`src/rtl/addr_gen_pkg.sv`:
```
// Shared types and defaults for the addr_gen address generator.
// ADDR_WRAP_EN (optional macro) selects windowed wrapping in addr_step.
package addr_gen_pkg;

    localparam int AW_DEF  = 8;
    localparam int BLW_DEF = 4;

    localparam logic [1:0] ST_IDLE_ENC  = 2'b00;
    localparam logic [1:0] ST_BURST_ENC = 2'b01;
    localparam logic [1:0] ST_DONE_ENC  = 2'b10;

    typedef enum logic [1:0] {
        IDLE  = ST_IDLE_ENC,
        BURST = ST_BURST_ENC,
        DONE  = ST_DONE_ENC
    } state_t;

endpackage

```
`src/rtl/addr_step.sv`:
```
// Combinational next-address adder.
// With ADDR_WRAP_EN, a sum beyond wrap_hi snaps back to wrap_lo; otherwise modulo 2^AW.
module addr_step #(
    parameter int AW = 8
) (
    input  logic [AW-1:0] i_addr,
    input  logic [AW-1:0] i_step,
`ifdef ADDR_WRAP_EN
    input  logic [AW-1:0] i_wrap_lo,
    input  logic [AW-1:0] i_wrap_hi,
`endif
    output logic [AW-1:0] o_next
);

`ifdef ADDR_WRAP_EN
    // Carry bit kept so an overflow past 2^AW also counts as beyond wrap_hi.
    logic [AW:0] w_sum;
    assign w_sum  = {1'b0, i_addr} + {1'b0, i_step};
    assign o_next = (w_sum > {1'b0, i_wrap_hi}) ? i_wrap_lo : w_sum[AW-1:0];
`else
    assign o_next = i_addr + i_step;
`endif

endmodule

```
`src/rtl/addr_gen.sv`:
```
// Address register with load, increment and handshaked strided burst mode.
// Optional ADDR_WRAP_EN adds wrap_lo/wrap_hi window ports.
module addr_gen
    import addr_gen_pkg::*;
#(
    parameter int AW  = AW_DEF,
    parameter int BLW = BLW_DEF
) (
    input  logic           addr_clk,
    input  logic           addr_rst,
    input  logic [AW-1:0]  addr_in,
    input  logic           addr_wr_en,
    input  logic           addr_inc,
    input  logic           burst_start,
    input  logic [BLW-1:0] burst_len,
    input  logic [AW-1:0]  burst_stride,
    input  logic           burst_ready,
`ifdef ADDR_WRAP_EN
    input  logic [AW-1:0]  wrap_lo,
    input  logic [AW-1:0]  wrap_hi,
`endif
    output logic [AW-1:0]  addr_out,
    output logic           addr_valid,
    output logic           burst_busy,
    output logic           burst_done
);

    state_t         r_state, w_state_nxt;
    logic [AW-1:0]  r_addr, w_addr_nxt;
    logic [BLW-1:0] r_cnt, w_cnt_nxt;
    logic [AW-1:0]  r_stride, w_stride_nxt;
    logic [AW-1:0]  w_step, w_next;

    // Only a burst advances by the latched stride; everything else steps by one.
    assign w_step = (r_state == BURST) ? r_stride : AW'(1);

    addr_step #(.AW(AW)) u_step (
        .i_addr    (r_addr),
        .i_step    (w_step),
`ifdef ADDR_WRAP_EN
        .i_wrap_lo (wrap_lo),
        .i_wrap_hi (wrap_hi),
`endif
        .o_next    (w_next)
    );

    always_ff @(posedge addr_clk) begin
        if (addr_rst) begin
            r_state  <= IDLE;
            r_addr   <= '0;
            r_cnt    <= '0;
            r_stride <= '0;
        end else begin
            r_state  <= w_state_nxt;
            r_addr   <= w_addr_nxt;
            r_cnt    <= w_cnt_nxt;
            r_stride <= w_stride_nxt;
        end
    end

    always_comb begin
        w_state_nxt  = r_state;
        w_addr_nxt   = r_addr;
        w_cnt_nxt    = r_cnt;
        w_stride_nxt = r_stride;
        case (r_state)
            IDLE: begin
                if (addr_wr_en) begin
                    w_addr_nxt = addr_in;
                end else if (burst_start) begin
                    w_cnt_nxt    = burst_len;
                    w_stride_nxt = burst_stride;
                    w_state_nxt  = BURST;
                end else if (addr_inc) begin
                    w_addr_nxt = w_next;
                end
            end
            BURST: begin
                if (addr_wr_en) begin
                    w_addr_nxt  = addr_in;
                    w_state_nxt = IDLE;
                end else if (burst_ready) begin
                    w_addr_nxt = w_next;
                    if (r_cnt != '0) w_cnt_nxt = r_cnt - 1'b1;
                    else             w_state_nxt = DONE;
                end
            end
            DONE: begin
                w_state_nxt = IDLE;
                if (addr_wr_en)    w_addr_nxt = addr_in;
                else if (addr_inc) w_addr_nxt = w_next;
            end
            default: w_state_nxt = IDLE;
        endcase
    end

    assign addr_out   = r_addr;
    assign addr_valid = (r_state == BURST);
    assign burst_busy = (r_state == BURST);
    assign burst_done = (r_state == DONE);

endmodule

```
`config.mk`:
```
export PLATFORM = sky130hd
export DESIGN_NAME = addr_gen
export DESIGN_NICKNAME = d
export VERILOG_FILES = /design/src/rtl/addr_gen_pkg.sv /design/src/rtl/addr_step.sv /design/src/rtl/addr_gen.sv
export SDC_FILE = /design/constraint.sdc
export NUM_CORES = 1
export LEC_CHECK = 0
export ABC_AREA = 1
export CAP_MARGIN = 30
export CORE_UTILIZATION = 40
export DETAILED_ROUTE_END_ITERATION = 10
export MAX_ROUTING_LAYER = met4
export PLACE_DENSITY = 0.72
export SYNTH_ARGS = -nofsm -noshare
export SYNTH_HDL_FRONTEND = slang
export SYNTH_HIERARCHICAL = 1
export SYNTH_SLANG_ARGS = --single-unit
```
`constraint.sdc`:
```
create_clock -name addr_clk -period 4 [get_ports addr_clk]
set_clock_uncertainty 0.05 [all_clocks]
set_input_delay 0.8 -clock addr_clk [delete_from_list [all_inputs] [get_ports addr_clk]]
set_output_delay 0.8 -clock addr_clk [all_outputs]
set_load 0.05 [all_outputs]
```
==> results.yml <==
synthesis:
  synth_top_cell_by_area: "dfxtp_1"
  yosys.area_share.adder_pct: 7.89
  synth_warnings: 6
  synth-compound-area-share_pct: 8.22
  syn_area_per_cell_sq_um: 6.53
  ys_types: 31
  syn_nets: 268
  yosysSeqAreaShare_pct: 28.9
  synthSimpleGateAreaFrac_pct: 39.4
  ys_seq_elements: 22
  synth_xor_area_share_pct: 4.11
  muxShareOfSynthArea_pct: 0.658
  synth_top_family_by_area: "simple AND/OR/NAND/NOR gates"
  synth_top_area_share_pct: 28.9
  syn_inst: 233
  synth_area_leaders: "dfxtp_1 (29%), nand2_1 (16%), nor2_1 (9.6%)"
  synthesis.area_sq_um: 1520
hold_path:
  hold_path.class: "flop to flop"
route:
  ant_nets: 0
  wl_microns: 3180
  drt-pass1-iter-count: 4
  vias: 1431
  drt_iter0_markers: 48
  drc_errors: 0
  avgRoutedWirePerCell_microns: 10.1
  routed_via_density: 4.56
global_routing:
  grt_max_degree: 22
  grt_pass1_vias: 1235
  antenna_found_initial: 0
  grt_usage_pct: 17.0
  grt.overflow.total: 0
  grt_pass1_wl_microns: 5420
floorplanning:
  core_area_sq_um: 3660
  row_count: 22
  die_area_sq_um: 4050
  boundaryPins: 37
  die_y_microns: 63.7
  start_util_pct: 41.6
  die_w_microns: 63.7
cts:
  h-tree-depth: 1
  cts.reportedPaths.clkPinSlew_ns: 0.08
  clk-insertion-delay-late_ns: 0.26
  cts_tree: "built"
  post_cts_buffers: 0
  cts_root_buffer: "clkbuf_8"
  clk_path_buf_depth: 2
  cts_buffers: 3
  cts.sinks: 22
  holdBufCountCts: 0
  cts_resized: 0
placed_design:
  dpl.hpwl_microns: 2440
  place_congestion: 0.771
  pre_cts_slack_ns: 1.33
  port_buffers: 36
final_layout:
  num_antenna_cells: 0
  areaGrowthSynthToFinish_pct: 28.5
  drive_above_1_share_pct: 7.52
  fill_cells: 381
  layout.nets: 302
timing:
  slew_headroom_pct: 62.3
  rsz0062_at_grt: "no"
  tightestPinTransition_ns: 0.564
  drv_slew: 0
  hold_viol_final: 0
  max_freq_ghz: 0.370
  period_needed_ns: 2.70
  finalCritPeriodShare_pct: 67.6
  fin_ws_ns: 1.30
  finalSetupViolations: 0
  setup-tns-final_ns: 0
pwr:
  power.switching_uw: 242
  comb_power_share_pct: 37.3
  internal-power_uw: 432
  seqPwrFrac_pct: 38.7
  power.density_nw_per_um2: 345
  switching_share_pct: 35.9
  power.leakage_nw: 0.940
  clockPowerShare_pct: 24.0
  peakVddDrop_mv: 0.188
setup_path:
  crit_path_max_fanout: 16
  worst_ep_required_time_ns: 3.15
  crit_type: "flop to output pin"
  end_kind: "output pin"
  crit_arrival_ns: 1.85
  crit_path_start_kind: "flop"
job:
  cap_violations: 0
run_status:
  status: "completed"
cells by family after synthesis:
kind of cell,count (synthesis)
xor gates and xnor gates,5
AOI/OAI and AO/OA,25
muxes,1
DFF,22
adders and majority gates,9
and+or+nand+nor,132
buffers and inverters,39
worst max-delay path, stage by stage (launching register included):
cell             delay (ns)
dfxtp_1                0.45
nand2_4                0.18
inv_4                  0.15
clkdlybuf4s50_1        0.81
registers in the layout, summed over array words and instances, names as in the netlist:
name      cells
r_stride      8
addr_out      8
r_state       2
r_cnt         4
power groups by stage:
stage                     sequential, mW  combinational (mW)  clock (mW)
after global placement             0.265               0.249           0
after CTS                          0.261               0.253       0.164
after global routing               0.265               0.278       0.178
after floorplan                    0.301               0.146           0
after detailed placement           0.266               0.252           0
final                              0.261               0.252       0.162
cells in the final DEF (no fill, tap or decap), drive strengths merged:
master / n
clkbuf: 4
nor2: 43
o21ai: 14
a21oi: 11
mux2i: 1
clkinv: 1
nor3: 2
xnor2: 4
nand2: 68
clkdlybuf4s50: 36
nand3b: 1
or2: 3
inv: 31
fa: 1
xor2: 1
nand3: 15
dfxtp: 22
ha: 8
final cells by class:
cell class | count | area [sq um] | share of cell area [%]
clock buffers | 4 | 55.1 | 2.82
multi-input cells | 172 | 917 | 46.9
repair buffers | 36 | 360 | 18.4
inverters | 32 | 123 | 6.27
flip-flops and latches | 22 | 440 | 22.5
well taps | 48 | 60.1 | 3.07
stage by stage:
step           util (%)  std cells  power [mW]  hold slack [ns]  instance area, sq um
6_report           53.4        314       0.674            0.406                  1960
5_1_grt            53.4        314       0.721            0.430                  1960
4_1_cts            53.4        314       0.678            0.409                  1960
3_5_place_dp       51.9        310       0.518            0.396                  1900
3_3_place_gp       51.9        310       0.515            0.390                  1900
2_1_floorplan         -        233       0.446            0.380                  1520
per-layer routing:
layer  part of all wire, %  global-route usage, %  vias up  wire length (microns)
li1                      -                      -      787                      -
met4                     0                   3.41        0                      0
met3                   2.9                   1.09        0                     93
met1                    53                   24.4      620                   1670
met2                    44                   26.2       24                   1410
met5                     0                      -        -                      0
final timing paths:
check | start | endpoint | cells past startpoint | slack, ns
max | r_state[0] | burst_busy | 3 | 1.30
min | r_stride[1] | r_stride[1] | 2 | 0.41
max reg2reg | r_state[0] | addr_out[6] | 16 | 1.77
min reg2reg | r_stride[1] | r_stride[1] | 2 | 0.41
synth_stat cells:
master and instances:
or2_2 1, xor2_1 1, xnor2_4 1, nand2_1 63, inv_4 1, buf_4 1, or2_1 2, inv_2 2
nor2_8 1, nor2_1 39, mux2i_1 1, xnor2_1 3, clkinv_1 1, nand2_2 1, nand2_4 4, buf_2 3
fa_1 1, buf_6 1, a21oi_1 11, dfxtp_1 22, buf_1 1, nand3_2 2, nand3b_1 1, nor3_1 2
clkbuf_1 1, nor2_2 2, ha_1 8, o21ai_0 14, nor2_4 1, inv_1 28, nand3_1 13
No activity file was read; power rests on OpenSTA's default activity.
